$ cat src/rtl/seven_seg_pkg.sv
// seven_seg_pkg: shared types and glyph table for the multiplexed seven-segment driver.
//   seg_t      : segment vector {g,f,e,d,c,b,a}, active-high inside the design
//   SEG_BLANK  : all segments off (active-high)
//   hex_to_seg : nibble -> active-high glyph, full hex with lower-case b and d
package seven_seg_pkg;

    typedef logic [6:0] seg_t;

    localparam seg_t SEG_BLANK = 7'h00;

    function automatic seg_t hex_to_seg(input logic [3:0] nibble);
        seg_t seg;
        case (nibble)
            4'h0:    seg = 7'h3F;
            4'h1:    seg = 7'h06;
            4'h2:    seg = 7'h5B;
            4'h3:    seg = 7'h4F;
            4'h4:    seg = 7'h66;
            4'h5:    seg = 7'h6D;
            4'h6:    seg = 7'h7D;
            4'h7:    seg = 7'h07;
            4'h8:    seg = 7'h7F;
            4'h9:    seg = 7'h6F;
            4'hA:    seg = 7'h77;
            4'hB:    seg = 7'h7C;
            4'hC:    seg = 7'h39;
            4'hD:    seg = 7'h5E;
            4'hE:    seg = 7'h79;
            default: seg = 7'h71;
        endcase
        return seg;
    endfunction

endpackage

$ cat src/rtl/seven_seg_decoder.sv
// seven_seg_decoder: combinational nibble -> active-high segment pattern.
//   nibble : hex digit to show
//   blank  : 1 forces all segments off
//   seg    : {g,f,e,d,c,b,a}, active-high
module seven_seg_decoder
    import seven_seg_pkg::*;
(
    input  logic [3:0] nibble,
    input  logic       blank,
    output seg_t       seg
);

    assign seg = blank ? SEG_BLANK : hex_to_seg(nibble);

endmodule

$ cat src/rtl/seven_seg_mux_driver.sv
// seven_seg_mux_driver: multiplexed NUM_DIGITS hex display driver with
// double-buffered load, per-digit decimal points and PWM brightness.
//   clk, rst_n   : clock, asynchronous active-low reset
//   load         : capture number/dp_in into the pending buffer
//   number       : hex value, digit i = number[4i+3:4i]
//   dp_in        : decimal point per digit (1 = lit)
//   brightness   : anode on while pwm_cnt <= brightness
//   seg_out      : {g,f,e,d,c,b,a} of the selected digit (polarity per SEG_ACT_LOW)
//   dp_out       : decimal point of the selected digit (polarity per SEG_ACT_LOW)
//   an           : digit enables, at most one active (polarity per AN_ACT_LOW)
//   frame_start  : one-cycle pulse alongside the outputs of digit 0
//   pending      : a load is captured but not yet displayed
// Build option: define SEG_LZ_BLANK_EN to blank leading zero digits
// (digit 0 is never blanked; dp still shows).
module seven_seg_mux_driver
    import seven_seg_pkg::*;
#(
    parameter int NUM_DIGITS  = 8,
    parameter int REFRESH_DIV = 100000,
    parameter int BRIGHT_W    = 4,
    parameter int SEG_ACT_LOW = 1,
    parameter int AN_ACT_LOW  = 1
) (
    input  logic                    clk,
    input  logic                    rst_n,
    input  logic                    load,
    input  logic [4*NUM_DIGITS-1:0] number,
    input  logic [NUM_DIGITS-1:0]   dp_in,
    input  logic [BRIGHT_W-1:0]     brightness,
    output logic [6:0]              seg_out,
    output logic                    dp_out,
    output logic [NUM_DIGITS-1:0]   an,
    output logic                    frame_start,
    output logic                    pending
);

    localparam int IDX_W  = (NUM_DIGITS > 1) ? $clog2(NUM_DIGITS) : 1;
    localparam int TICK_W = $clog2(REFRESH_DIV);

    // XOR masks that turn an active-high value into the pin polarity;
    // they are also the "off" values driven during reset.
    localparam seg_t                  SEG_OFF = (SEG_ACT_LOW != 0) ? 7'h7F : 7'h00;
    localparam logic                  DP_OFF  = (SEG_ACT_LOW != 0);
    localparam logic [NUM_DIGITS-1:0] AN_OFF  = {NUM_DIGITS{AN_ACT_LOW != 0}};

    logic [TICK_W-1:0]       tick_cnt, tick_nxt;
    logic [IDX_W-1:0]        digit_idx, idx_nxt;
    logic [BRIGHT_W-1:0]     pwm_cnt, pwm_nxt;
    logic [4*NUM_DIGITS-1:0] disp_num, pend_num, num_nxt;
    logic [NUM_DIGITS-1:0]   disp_dp, pend_dp, dp_nxt;
    logic                    tick_end, last_digit, wrap;

    logic [NUM_DIGITS-1:0]   blank;
    seg_t                    seg_dig [NUM_DIGITS];
    seg_t                    seg_sel;
    logic                    dp_sel;
    logic [NUM_DIGITS-1:0]   an_sel;
    logic                    pwm_on;

    // Scan counters and buffer commit
    assign tick_end   = (tick_cnt == TICK_W'(REFRESH_DIV - 1));
    assign last_digit = (digit_idx == IDX_W'(NUM_DIGITS - 1));
    assign wrap       = tick_end && last_digit;

    assign tick_nxt = tick_end ? '0 : tick_cnt + 1'b1;
    assign idx_nxt  = !tick_end ? digit_idx : (last_digit ? '0 : digit_idx + 1'b1);
    assign pwm_nxt  = pwm_cnt + 1'b1;

    // The output registers are fed from next-state values so that a new digit's
    // segments, dp and anode, plus a freshly committed buffer, all land together.
    assign num_nxt = (wrap && pending) ? pend_num : disp_num;
    assign dp_nxt  = (wrap && pending) ? pend_dp  : disp_dp;

`ifdef SEG_LZ_BLANK_EN
    // Walk from the MSB digit down; blanking stops at the first non-zero digit.
    always_comb begin
        logic lead;
        lead  = 1'b1;
        blank = '0;
        for (int i = NUM_DIGITS - 1; i > 0; i--) begin
            lead     = lead && (num_nxt[4*i +: 4] == 4'h0);
            blank[i] = lead;
        end
    end
`else
    assign blank = '0;
`endif

    for (genvar g = 0; g < NUM_DIGITS; g++) begin : g_dec
        seven_seg_decoder u_dec (
            .nibble (num_nxt[4*g +: 4]),
            .blank  (blank[g]),
            .seg    (seg_dig[g])
        );
    end

    always_comb begin
        seg_sel = SEG_BLANK;
        dp_sel  = 1'b0;
        an_sel  = '0;
        for (int i = 0; i < NUM_DIGITS; i++) begin
            if (idx_nxt == IDX_W'(i)) begin
                seg_sel   = seg_dig[i];
                dp_sel    = dp_nxt[i];
                an_sel[i] = 1'b1;
            end
        end
    end

    assign pwm_on = (pwm_nxt <= brightness);

    always_ff @(posedge clk or negedge rst_n) begin
        if (!rst_n) begin
            tick_cnt  <= '0;
            digit_idx <= '0;
            pwm_cnt   <= '0;
            disp_num  <= '0;
            disp_dp   <= '0;
            pend_num  <= '0;
            pend_dp   <= '0;
            pending   <= 1'b0;
        end else begin
            tick_cnt  <= tick_nxt;
            digit_idx <= idx_nxt;
            pwm_cnt   <= pwm_nxt;
            disp_num  <= num_nxt;
            disp_dp   <= dp_nxt;
            // A load on the boundary cycle wins over the clear: the commit above
            // already took the old pending value.
            if (load) begin
                pend_num <= number;
                pend_dp  <= dp_in;
                pending  <= 1'b1;
            end else if (wrap) begin
                pending  <= 1'b0;
            end
        end
    end

    always_ff @(posedge clk or negedge rst_n) begin
        if (!rst_n) begin
            seg_out     <= SEG_OFF;
            dp_out      <= DP_OFF;
            an          <= AN_OFF;
            frame_start <= 1'b0;
        end else begin
            seg_out     <= seg_sel ^ SEG_OFF;
            dp_out      <= dp_sel ^ DP_OFF;
            an          <= (pwm_on ? an_sel : '0) ^ AN_OFF;
            frame_start <= wrap;
        end
    end

endmodule
$ cat config.mk
export PLATFORM = sky130hd
export DESIGN_NAME = seven_seg_mux_driver
export DESIGN_NICKNAME = d
export VERILOG_FILES = /design/src/rtl/seven_seg_pkg.sv /design/src/rtl/seven_seg_decoder.sv /design/src/rtl/seven_seg_mux_driver.sv
export SDC_FILE = /design/constraint.sdc
export NUM_CORES = 1
export LEC_CHECK = 0
export ABC_AREA = 1
export BUFFER_PORTS_ARGS = -buffer_cell sky130_fd_sc_hd__buf_2
export CORE_MARGIN = 2
export CORE_UTILIZATION = 50
export CTS_CLUSTER_DIAMETER = 150
export DETAILED_ROUTE_END_ITERATION = 8
export GPL_TIMING_DRIVEN = 0
export PLACE_DENSITY = 0.77
export SLEW_MARGIN = 20
export SYNTH_ARGS = -nofsm -noshare
export SYNTH_HDL_FRONTEND = slang
export SYNTH_SLANG_ARGS = --single-unit
$ cat constraint.sdc
create_clock -name clk -period 6.7 [get_ports clk]
set_input_delay 1.005 -clock clk [delete_from_list [all_inputs] [get_ports clk]]
set_output_delay 1.005 -clock clk [all_outputs]
set_load 0.05 [all_outputs]
## Word level (Yosys, flattened, before mapping)

Memories as Yosys holds them, arrays and structs flattened.
Index checks and enable logic that the tools add are counted.
Widths: inputs -> output; s select.

| cells by class | value |
|---|---|
| $lt $le $gt $ge | 1 |
| equal/unequal tests | 9 |
| bitwise logic cells | 3 |
| reduce and logical (&&, ||, !) cells | 4 |
| add/subtract/negate cells | 3 |
| multiplexer cells | 32 |

Operators by type and width:

| operator | number |
|---|---|
| $mux 7 | 8 |
| $mux 32 | 1 |
| $mux 1 | 18 |
| $add 17x1->17 const B | 1 |
| $eq 17x17->1 const B | 1 |
| $mux 17 | 1 |
| $mux 8 | 2 |
| $eq 3x3->1 const B | 5 |
| $not 8->8 | 1 |
| $not 7->7 | 1 |
| $eq 3x2->1 const B | 2 |
| $mux 3 | 2 |
| $add 4x1->4 const B | 1 |
| $le 4x4->1 | 1 |
| $add 3x1->3 const B | 1 |
| $eq 3x1->1 const B | 1 |
| $logic_not 3->1 | 1 |
| $logic_and 1x1->1 | 2 |
| $reduce_bool 2->1 | 1 |
| $not 1->1 | 1 |

| storage, ports and cells | value |
|---|---|
| memory bits (read-only) | 896 |
| memories kept | 8 |
| bits in registers | 122 |
| input bits | 47 |
| output and inout bits | 18 |
| word-level logic and storage cells | 72 |

Memories:

| memory | depth | bits a word | read ports | clocked after memory_dff | wr ports | RTL line | text |
|---|---|---|---|---|---|---|---|
| (name not given) | 16 | 7 | 1 | 0 | 0 | seven_seg_pkg.sv:13 | `case (nibble)` |
| (name not given) | 16 | 7 | 1 | 0 | 0 | seven_seg_pkg.sv:13 |  |
| (name not given) | 16 | 7 | 1 | 0 | 0 | seven_seg_pkg.sv:13 |  |
| (name not given) | 16 | 7 | 1 | 0 | 0 | seven_seg_pkg.sv:13 |  |
| (name not given) | 16 | 7 | 1 | 0 | 0 | seven_seg_pkg.sv:13 |  |
| (name not given) | 16 | 7 | 1 | 0 | 0 | seven_seg_pkg.sv:13 |  |
| 2 more memories | -- | -- | -- | -- | -- | -- |  |

## Longest topological paths before layout

Gate-level depths: netlist (run 1).
An unclocked memory read counts as a cell.

| logic depth | value |
|---|---|
| depth after elaboration | 14 |
| gate-level depth with buffers | 26 |
| depth with buffers taken out | 26 |

## Modules after synthesis

Synthesis (run 1) repeated with hierarchy kept, for this count alone.

| unflattened totals | value |
|---|---|
| cells, all modules | 1072 |
| area, all modules | 8125.3 um^2 |

Modules (own cells, without submodules):

| module | instances | cells an instance | area an instance (um^2) | sequential area each (um^2) |
|---|---|---|---|---|
| seven_seg_mux_driver | 1 | 640 | 5562.8 | 3072.9 |
| seven_seg_decoder | 8 | 54 | 320.3 | 0.0 |

## Least setup slack after synthesis (run 1)

No wires, ideal clock.

| path | value |
|---|---|
| kind | register to register |
| from | reg pending |
| to | reg seg_out[1] |
| path slack | 3933 ps |
| arrival time | 2680 ps |
| cell stages (with the launch flop) | 11 |
| setup time | 87 ps |
| data required time | 6613 ps |
| period minus slack after synthesis | 2767 ps |
| buffers on the path | 4 |
| cell sequence | dfrtp_1 -> buf_2 -> nand4_4 -> buf_6 -> buf_6 -> buf_2 -> o21ai_0 -> inv_1 -> ha_1 -> a221oi_1 -> a21oi_1 |

| between the ends | value |
|---|---|
| elaborated cells between the ends (all ways) | 19 |
| classes of those cells | mux (9); bitwise (1); reduce/logical (1); memory (8) |

RTL lines:

| element | RTL line | text |
|---|---|---|
| start, declared | seven_seg_mux_driver.sv:34 | `output logic pending` |
| start signal, assigned | seven_seg_mux_driver.sv:121 | `pending <= 1'b0;` |
| start signal, assigned | seven_seg_mux_driver.sv:133 | `pending <= 1'b1;` |
| start signal, assigned | seven_seg_mux_driver.sv:135 | `pending <= 1'b0;` |
| $logic_and 1x1->1 | seven_seg_mux_driver.sv:71 | `assign num_nxt = (wrap && pending) ? pend_num : disp_num;` |
| $mux 32 | seven_seg_mux_driver.sv:71 |  |
| net g_dec[7].u_dec.nibble[0] | seven_seg_decoder.sv:8 | `input logic [3:0] nibble,` |
| $mem_v2 16x7 | -- |  |
| $mux 7 | seven_seg_mux_driver.sv:102 | `if (idx_nxt == IDX_W'(i)) begin` |
| $not 7->7 (no line) | -- |  |
| end signal, assigned | seven_seg_mux_driver.sv:147 | `seg_out <= seg_sel ^ SEG_OFF;` |
| end, declared | seven_seg_mux_driver.sv:30 | `output logic [6:0] seg_out,` |

The timed path passes the listed nets, and every way through them passes these cells.
A chain may end at the register's enable or synchronous reset.

## Final worst setup path (run 1)

| path | value |
|---|---|
| from | reg digit_idx[0] |
| to | reg seg_out[1] |

| between the ends | value |
|---|---|
| elaborated cells between the ends (all ways) | 32 |
| classes of those cells | add/sub (1); eq/ne (8); mux (11); bitwise (1); reduce/logical (3); memory (8) |

RTL lines:

| element | RTL line | text |
|---|---|---|
| start, declared | seven_seg_mux_driver.sv:47 | `logic [IDX_W-1:0] digit_idx, idx_nxt;` |
| start signal, assigned | seven_seg_mux_driver.sv:124 | `digit_idx <= idx_nxt;` |
| $eq 3x3->1 | seven_seg_mux_driver.sv:62 | `assign last_digit = (digit_idx == IDX_W'(NUM_DIGITS - 1));` |
| $logic_and 1x1->1 | seven_seg_mux_driver.sv:63 | `assign wrap = tick_end && last_digit;` |
| $logic_and 1x1->1 | seven_seg_mux_driver.sv:71 |  |
| $mux 32 | seven_seg_mux_driver.sv:71 |  |
| net g_dec[7].u_dec.nibble[0] | seven_seg_decoder.sv:8 |  |
| $mem_v2 16x7 | -- |  |
| $mux 7 | seven_seg_mux_driver.sv:102 |  |
| $not 7->7 (no line) | -- |  |

The timed path passes the listed nets, and every way through them passes these cells.

==> impl_metrics.py, run 1 <==
metrics = {
    "layout": {
        "area_growth_pct": 16.8,
        "num-nets-final": 1096,
        "fin_util_pct": 59.1,
        "fin_cells": 1199,
        "fill_cells": 1268,
        "layout-drive-gt1-share_pct": 19.5,
        "antenna_cells": 0,
    },
    "power_and_ir_drop": {
        "p_per_area_nw_per_um2": 216,
        "power_mw": 1.84,
        "irDropWorstVdd_v": 0.000175,
        "power.leakage_nw": 4.14,
    },
    "synthesis": {
        "syn_inst": 919,
        "syn_nets": 1013,
        "synth-compound-area-share_pct": 17.4,
        "synth_top_flop_cell": "dfrtp_1",
        "yosys.area.top_type": "dfrtp_1",
        "yosysSeqAreaShare_pct": 42.3,
        "synth_edf_count": 0,
        "synth_top_family_by_area": "simple AND/OR/NAND/NOR gates",
        "yosysWarnings": 0,
        "synthAdderAreaFrac_pct": 8.09,
        "async_flop_share_pct": 100,
        "synth.distinct_cells": 46,
        "synthTopCellsByCount": "nand2_1 (231), inv_1 (122), dfrtp_1 (106)",
        "yosys.cell_count.top_type": "nand2_1",
        "synth-simple-area-share_pct": 22.2,
        "netlist.area_leader.share_pct": 36.5,
        "ys_seq_elements": 122,
        "syn_area_per_cell_um2": 7.91,
        "netlist_top_cells_area": "dfrtp_1 (36%), nand2_1 (12%), ha_1 (8.1%)",
        "synthesis.area_um2": 7270,
        "synth_xor_xnor_area_share_pct": 0.482,
        "muxShareOfSynthArea_pct": 0,
    },
    "die": {
        "core_um2": 14400,
        "initial_core_util_pct": 50.6,
        "die_area_um2": 15500,
        "io_pins": 65,
        "fp.dieW_um": 125,
        "rows": 44,
        "die_h_um": 125,
    },
    "clocking": {
        "clock_latency_ns": 0.42,
        "path_clk_slew_ns": 0.05,
        "cts_num_sinks": 122,
        "h-tree-depth": 4,
        "post_cts_resized": 0,
        "cts_buffer_depth": 2,
        "cts_tree": "built",
        "cts_buffers": 17,
        "cts_setup_buffers": 0,
        "postCtsHoldBufs": 0,
        "cts_root_buf": "clkbuf_16",
    },
    "timing": {
        "fmax_mhz": 301,
        "finalCritPeriodShare_pct": 49.5,
        "whs_ns": 0.474,
        "setup_tns_ns": 0,
        "setup-violations-final": 0,
        "final-max-slew-violation-count": 0,
        "period_minus_slack_ns": 3.32,
        "relSlewSlack_pct": 48.6,
        "worst_slew_pin_slew_ns": 0.771,
        "rsz0062_at_grt": "false",
        "hold_viol": 0,
        "fin_skew_ns": 0.00743,
    },
    "route": {
        "wirelength_mm": 16.3,
        "ant_nets": 0,
        "vias_per_cell": 5.15,
        "wire_per_inst_um": 13.6,
        "drt-pass1-iter-count": 5,
        "drcViolationCount": 0,
        "drt-initial-drc-count": 434,
        "via_count": 6174,
    },
    "critical_path": {
        "rr_startpoint": "digit_idx[0]$_DFF_PN0_",
        "reg2reg_slack_ns": 3.38,
        "arrival_ns": 3.65,
        "startpoint_type": "register",
        "cp_max_fo": 10,
        "path_buf_inv": 5,
        "critPathTopFamily": "buffers and inverters",
        "critPathSlowestCell": "o21ai_0",
        "path_common_cell": "ha_1",
        "r2r_cells": 12,
        "critPathMaxStageDelay_ns": 0.50,
        "critPathRequiredTime_ns": 7.03,
        "crit_type": "register to register",
        "path_cells": "ha_1 -> ha_1 -> buf_2 -> nand4_4 -> buf_6 -> buf_6 -> buf_2 -> o21ai_0 -> inv_1 -> ha_1 -> a221oi_1 -> a21oi_1",
        "r2r-end": "seg_out[1]$_DFF_PN1_",
        "critPathCaptureType": "register",
    },
    "worst_hold_path": {
        "hp-start": "tick_cnt[0]$_DFF_PN0_",
        "min_path_cells": 1,
        "hold_end": "tick_cnt[0]$_DFF_PN0_",
        "hp-class": "register to register",
    },
    "outcome": {
        "outcome": "complete, no violations",
    },
    "grt": {
        "antenna_found_initial": 0,
        "grt_max_degree": 70,
        "grt_pass1_wl_mm": 27.4,
        "first_global_vias": 5924,
        "gr-total-overflow": 0,
        "grt_usage_pct": 21.7,
    },
    "placed_design": {
        "place.gp.congestion": 0.919,
        "hpwlAfterDp_mm": 11.9,
        "dp_cells": 1167,
        "io_buffer_count": 63,
    },
    "flow_run": {
        "maxCapViolCount": 0,
    },
}
-- cells by family (layout without fill, tap and decap cells) --
family | count (synthesis) | after routing
buffers and inverters | 171 | 267
AO/OA/AOI/OAI | 210 | 210
XOR/XNOR | 4 | 4
adder cells (fa/ha/maj) | 47 | 47
AND/OR/NAND/NOR | 365 | 365
flip-flops | 122 | 122
-- worst max path at each step --
stage	start	endpoint	slack, ns	cells past startpoint
detailed placement	digit_idx[0]$_DFF_PN0_	seg_out[1]$_DFF_PN1_	3.44	12
global route	digit_idx[0]$_DFF_PN0_	seg_out[1]$_DFF_PN1_	3.10	12
CTS	digit_idx[0]$_DFF_PN0_	seg_out[1]$_DFF_PN1_	3.38	12
global placement	rst_n	pend_num[25]$_DFFE_PN0P_	3.15	1
floorplan	pending$_DFFE_PN0P_	seg_out[1]$_DFF_PN1_	3.93	10
finish	digit_idx[0]$_DFF_PN0_	seg_out[1]$_DFF_PN1_	3.38	12
-- layout by cell type, fill, tap and decap left out, drive strengths merged, types with 4 or more instances in the layout --
cell type,netlist,layout
a211oi,4,4
dfstp,16,16
bufinv,0,5
a31oi,6,6
a21oi,42,42
nor2,61,61
inv,150,150
nand4,9,9
clkinv,1,6
o22ai,4,4
nand2,236,236
dfrtp,106,106
o211ai,10,10
nand3,54,54
o21ai,133,133
clkbuf,8,28
buf,12,76
o31ai,4,4
ha,47,47
-- routing by layer --
metal  vias up  global-route usage (%)  part of all wire (%)
met5         -                       0                     0
met4         0                    8.86                   2.1
met3        30                    4.81                   4.1
met2       139                    34.0                    45
met1      2851                    29.2                    48
li1       3154                       -                     -
-- power by group --
group / switching [mW] / total (mW) / internal, mW
Combinational: 0.0509 / 0.0743 / 0.0234
Clock: 0.330 / 0.998 / 0.668
Sequential: 0.00679 / 0.767 / 0.760
-- per-stage QoR --
step,area (um2),worst slack (ns)
after floorplan,7270,3.93
after global placement,7820,3.15
after detailed placement,7850,3.44
after CTS,8490,3.38
after global routing,8490,3.10
final,8490,3.38
-- area by class of cell --
cell class / instances / area, um2 / share of cell area, %
multi-input combinational: 626 / 3510 / 41.3
sequential: 122 / 3070 / 36.2
inverter: 151 / 569 / 6.70
clock buffer: 20 / 447 / 5.26
timing repair buffer: 64 / 349 / 4.11
tap: 184 / 230 / 2.71
clock inverter: 12 / 198 / 2.33
buffer: 20 / 121 / 1.43
-- registers in the layout, indices dropped and copies added (netlist names), 3 cells and up --
register / flops
tick_cnt: 17
disp_num: 32
digit_idx: 3
pend_dp: 8
seg_out: 7
an: 8
pwm_cnt: 4
pend_num: 32
disp_dp: 8
Power figures use the tool's default switching activity.
==> run 2: changes to the inputs <==
PLACE_DENSITY = 0.8   (was 0.77)
clock period = 2.8 ns   (was 6.7 ns; I/O delays follow)
==> impl_metrics.py, run 2 (synthesis results as in run 1) <==
metrics = {
    "grt": {
        "grt_pass1_wl_mm": 29.2,
        "grt_max_degree": 63,
        "grt_usage_pct": 23.2,
        "first_global_vias": 6178,
        "gr-total-overflow": 0,
        "antenna_found_initial": 0,
    },
    "placed_design": {
        "place.gp.congestion": 0.938,
        "io_buffer_count": 63,
        "dp_cells": 1167,
        "placed_area_um2": 7850,
        "hpwlAfterDp_mm": 12.0,
    },
    "worst_hold_path": {
        "min_path_cells": 3,
        "hp-start": "number[2]",
        "hold_end": "pend_num[2]$_DFFE_PN0P_",
        "hp-class": "primary input to register",
    },
    "layout": {
        "stdcell_area_um2": 9620,
        "final_common_cell": "nand2_1",
        "fill_cells": 1067,
        "fin_cells": 1272,
        "fin_util_pct": 66.9,
        "reg_top3": "disp_num x32, pend_num x32, tick_cnt x17",
        "layout_common_cells": "nand2_1 (206), inv_1 (108), dfrtp_1 (105)",
        "multiInputGateArea_um2": 3990,
        "layout-drive-gt1-share_pct": 33.4,
        "antenna_cells": 0,
        "area_growth_pct": 32.3,
        "num-nets-final": 1169,
        "seq_area_um2": 3070,
    },
    "die": {
        "rows": 44,
        "core_um2": 14400,
        "fp.dieW_um": 125,
        "die_h_um": 125,
        "initial_core_util_pct": 50.6,
        "io_pins": 65,
        "die_area_um2": 15500,
    },
    "critical_path": {
        "r2r-end": "seg_out[2]$_DFF_PN1_",
        "r2r_cells": 22,
        "crit_type": "register to register",
        "rr_startpoint": "tick_cnt[14]$_DFF_PN0_",
        "startpoint_type": "register",
        "cp_max_fo": 8,
        "critPathRequiredTime_ns": 3.16,
        "critPathCaptureType": "register",
        "reg2reg_slack_ns": -0.05,
        "arrival_ns": 3.21,
    },
    "timing": {
        "fmax_mhz": 351,
        "hold_viol": 0,
        "finalCritPeriodShare_pct": 102,
        "relSlewSlack_pct": 49.0,
        "worst_slew_pin_slew_ns": 0.764,
        "whs_ns": 0.196,
        "rsz0062_at_grt": "true",
        "setup_slack_ns": -0.0469,
        "setup-violations-final": 7,
        "setup_tns_ns": -0.209,
        "period_minus_slack_ns": 2.85,
        "fin_skew_ns": 0.0170,
        "final-max-slew-violation-count": 0,
    },
    "clocking": {
        "path_clk_slew_ns": 0.06,
        "cts_buffer_depth": 2,
        "cts_buffers": 17,
        "cts_root_buf": "clkbuf_16",
        "cts_tree": "built",
        "h-tree-depth": 4,
        "cts_num_sinks": 122,
        "clock_latency_ns": 0.43,
    },
    "route": {
        "via_count": 6930,
        "drcViolationCount": 0,
        "vias_per_cell": 5.45,
        "drt-initial-drc-count": 709,
        "ant_nets": 0,
        "wire_per_inst_um": 15.8,
        "drt-pass1-iter-count": 5,
        "wirelength_mm": 20.1,
    },
    "power_and_ir_drop": {
        "irDropWorstVdd_v": 0.000443,
        "power.leakage_nw": 4.59,
        "p_per_area_nw_per_um2": 445,
    },
    "flow_run": {
        "maxCapViolCount": 0,
    },
    "outcome": {
        "outcome": "finished with violations",
        "violations": "setup timing",
    },
}
-- run 2: report_power, final --
group / switching [mW] / internal [mW]
clock: 0.810 / 1.44
combinational: 0.132 / 0.0568
sequential: 0.0169 / 1.82
total: 0.959 / 3.32
-- run 2: critical path: stages, from the launching register on --
cell	delay (ns)
dfrtp_1	0.40
inv_2	0.07
nand2_2	0.06
nor2_4	0.15
nand2_4	0.09
nor2_4	0.11
nand4_4	0.18
buf_8	0.21
buf_12	0.13
buf_12	0.14
nand2_4	0.06
o21ai_4	0.08
inv_2	0.12
buf_6	0.12
ha_4	0.12
nand2_2	0.05
o21ai_1	0.07
o21ai_1	0.07
a21oi_1	0.17
nand2_1	0.08
nand2_1	0.11
nand3_2	0.09
nand2_2	0.10
-- run 2: worst max path at each step --
stage                                 from                   end  cells past startpoint
floorplan              pending$_DFFE_PN0P_  seg_out[1]$_DFF_PN1_                     10
global placement    digit_idx[0]$_DFF_PN0_  seg_out[1]$_DFF_PN1_                     12
detailed placement  digit_idx[0]$_DFF_PN0_  seg_out[1]$_DFF_PN1_                     12
CTS                 tick_cnt[12]$_DFF_PN0_  seg_out[6]$_DFF_PN1_                     22
global route        tick_cnt[12]$_DFF_PN0_  seg_out[5]$_DFF_PN1_                     26
finish              tick_cnt[14]$_DFF_PN0_  seg_out[2]$_DFF_PN1_                     22
-- run 2: stage by stage --
step,power (mW),setup WS [ns]
3_3_place_gp,2.03,-0.437
5_1_grt,4.42,-0.175
3_5_place_dp,2.05,-0.492
4_1_cts,4.30,0.00935
2_1_floorplan,1.94,0.0333
6_report,4.28,-0.0469
-- run 2: layer usage --
metal | vias up | share of wire [%] | GRT usage (%)
li1 | 3294 | - | -
met1 | 3238 | 42 | 30.9
met2 | 327 | 48 | 36.8
met3 | 71 | 6.6 | 4.90
met4 | 0 | 4.1 | 9.78
met5 | - | 0 | 0
-- run 2: final cells by class --
type,count,share of cell area [%]
buffer,20,1.80
clock buffer,21,4.79
clock inverter,11,1.51
inverter,151,5.97
multi-input combinational,626,41.5
sequential,122,32.0
tap,184,2.39
timing repair buffer,137,10.0
-- run 2: repair_timing --
item	4_1_cts	5_1_grt
cloned	1	0
pin swaps	23	48
buffers inserted	28	44
endpoints found under the setup margin	7	8
resized for setup	59	104
hold buffers	1	0
hold endpoints to repair	7	0
==> run 3: changes to the inputs <==
CELL_PAD_IN_SITES_DETAIL_PLACEMENT = 0   (was unset)
CELL_PAD_IN_SITES_GLOBAL_PLACEMENT = 2   (was unset)
CORE_UTILIZATION = 32   (was 50)
CTS_CLUSTER_DIAMETER = unset   (was 150)
PLACE_DENSITY = 0.84   (was 0.8)
==> impl_metrics.py, run 3 (synthesis results as in run 1) <==
metrics = {
    "layout": {
        "num-nets-final": 1159,
        "area_growth_pct": 32.2,
        "fin_util_pct": 42.7,
        "final_common_cell": "nand2_1",
        "reg_top3": "disp_num x32, pend_num x32, tick_cnt x17",
        "layout-drive-gt1-share_pct": 32.5,
        "fill_cells": 2240,
        "stdcell_area_um2": 9610,
        "layout_common_cells": "nand2_1 (213), inv_1 (105), dfrtp_1 (104)",
        "antenna_cells": 0,
    },
    "power_and_ir_drop": {
        "p_seq_share_pct": 42.9,
        "irDropWorstVdd_v": 0.000236,
        "power.share.clock_pct": 52.7,
        "power.leakage_nw": 4.54,
        "p_switching_uw": 978,
        "p_comb_share_pct": 4.4,
        "p_per_area_nw_per_um2": 444,
        "switching_share_pct": 22.9,
        "power.internal_mw": 3.29,
        "power_mw": 4.27,
    },
    "clocking": {
        "cts_buffers": 17,
        "cts_buffer_depth": 2,
        "h-tree-depth": 4,
        "cts_root_buf": "clkbuf_16",
        "path_clk_slew_ns": 0.06,
        "cts_tree": "built",
        "cts_num_sinks": 122,
        "clock_latency_ns": 0.43,
    },
    "timing": {
        "fin_skew_ns": 0.0128,
        "fmax_mhz": 365,
        "setup_tns_ns": 0,
        "finalCritPeriodShare_pct": 97.7,
        "rsz0062_at_grt": "true",
        "final-max-slew-violation-count": 0,
        "period_minus_slack_ns": 2.74,
        "hold_viol": 0,
        "relSlewSlack_pct": 54.8,
        "worst_slew_pin_slew_ns": 0.678,
        "setup-violations-final": 0,
        "setup_slack_ns": 0.0632,
    },
    "critical_path": {
        "critPathRequiredTime_ns": 3.16,
        "rr_startpoint": "tick_cnt[0]$_DFF_PN0_",
        "startpoint_type": "register",
        "r2r-end": "seg_out[3]$_DFF_PN1_",
        "crit_type": "register to register",
        "critPathSlowestCell": "dfrtp_1",
        "critPathCaptureType": "register",
        "critPathMaxStageDelay_ns": 0.41,
        "r2r_cells": 18,
        "arrival_ns": 3.10,
        "path_cells": "ha_4 -> nand3_4 -> inv_2 -> nand3_1 -> nor2_4 -> buf_6 -> nand4_1 -> nand2_2 -> inv_2 -> ha_1 -> inv_1 -> o21ai_1 -> o22ai_1 -> a31oi_1 -> nand3_1 -> nand2_1 -> nand4_1 -> nand2_1",
        "cp_max_fo": 5,
        "reg2reg_slack_ns": 0.06,
    },
    "route": {
        "ant_nets": 0,
        "wire_per_inst_um": 14.3,
        "wirelength_mm": 19.4,
        "drt-pass1-iter-count": 5,
        "drcViolationCount": 0,
        "drt-initial-drc-count": 342,
        "via_count": 6376,
        "vias_per_cell": 4.68,
    },
    "grt": {
        "first_global_vias": 5939,
        "grt_max_degree": 67,
        "gr-total-overflow": 0,
        "grt_pass1_wl_mm": 30.6,
        "grt_usage_pct": 16.2,
        "antenna_found_initial": 0,
    },
    "placed_design": {
        "place.gp.congestion": 0.849,
        "io_buffer_count": 63,
        "hpwlAfterDp_mm": 13.7,
        "place_ws_ns": -0.553,
        "placed_area_um2": 7980,
    },
    "die": {
        "initial_core_util_pct": 32.3,
        "core_um2": 22500,
        "rows": 55,
        "io_pins": 65,
        "fp.dieW_um": 155,
        "die_h_um": 155,
        "die_area_um2": 23900,
    },
    "outcome": {
        "outcome": "complete, no violations",
    },
    "worst_hold_path": {
        "hp-class": "primary input to register",
        "min_path_cells": 3,
        "hp-start": "number[26]",
        "hold_end": "pend_num[26]$_DFFE_PN0P_",
    },
    "flow_run": {
        "maxCapViolCount": 0,
    },
}
run 3: cell types whose count changed in the layout (fill, tap and decap cells not counted), moves of 3 or more:
cell / delta
clkinvlp_4: -3
ha_2: +3
nand2_1: +7
bufinv_16: -3
buf_6: -6
inv_4: +4
nor2_1: +4
nor2_2: -3
inv_1: -3
clkbuf_16: +4
nand2_2: -8
run 3: worst max-delay path, delay by kind of cell, from the launching register on:
| family | cells | cell delay (ns) |
|---|---|---|
| flip-flops | 1 | 0.41 |
| buffers and inverters | 4 | 0.34 |
| AND/OR/NAND/NOR | 9 | 1.04 |
| AO/OA/AOI/OAI | 3 | 0.43 |
| adder cells (fa/ha/maj) | 2 | 0.45 |
run 3: metrics by stage:
stage / instances / hold WS, ns
4_1_cts: 1318 / 0.183
6_report: 1363 / 0.197
3_5_place_dp: 1268 / 0.452
3_3_place_gp: 1267 / 0.452
5_1_grt: 1363 / 0.193
2_1_floorplan: 919 / 0.124
run 3: metal layers:
metal	global-route usage, %	routed length (um)	vias up
li1	-	-	3283
met1	22.9	9820	2980
met2	25.2	8910	98
met3	3.25	493	15
met4	4.28	209	0
met5	0	0	-
run 3: final cells by class:
class                           count  area (um2)  share of cell area (%)
Multi-Input combinational cell    626        3980                    41.4
Sequential cell                   122        3080                    32.0
Tap cell                          285         357                    3.71
Timing Repair Buffer              127         836                    8.69
Clock inverter                      6        38.8                   0.403
Clock buffer                       26         574                    5.97
Inverter                          151         574                    5.97
Buffer                             20         178                    1.85
run 3: how the worst max path moves through the flow:
stage,start,cells after the start,end,slack (ns)
after floorplan,pending$_DFFE_PN0P_,10,seg_out[1]$_DFF_PN1_,0.03
after global placement,digit_idx[0]$_DFF_PN0_,13,seg_out[3]$_DFF_PN1_,-0.58
after detailed placement,digit_idx[0]$_DFF_PN0_,12,seg_out[1]$_DFF_PN1_,-0.55
after CTS,digit_idx[0]$_DFF_PN0_,20,seg_out[5]$_DFF_PN1_,0.002
after global routing,tick_cnt[14]$_DFF_PN0_,22,seg_out[5]$_DFF_PN1_,-0.14
final,tick_cnt[0]$_DFF_PN0_,18,seg_out[3]$_DFF_PN1_,0.06
run 3: power by group through the flow:
| stage | logic (mW) | clock network (mW) | registers [mW] |
|---|---|---|---|
| final | 0.189 | 2.25 | 1.83 |
| after global routing | 0.222 | 2.38 | 1.84 |
| after CTS | 0.195 | 2.30 | 1.83 |
| after detailed placement | 0.188 | 0 | 1.86 |
| after global placement | 0.179 | 0 | 1.86 |
| after floorplan | 0.0767 | 0 | 1.86 |
run 3: what timing repair did:
| action | in CTS | in global routing |
|---|---|---|
| setup buffers | 17 | 45 |
| endpoints found under the setup margin | 7 | 7 |
| gates resized for setup | 58 | 99 |
| pin swaps | 13 | 44 |
| hold endpoints to repair | 4 | 0 |
| hold buffers | 1 | 0 |
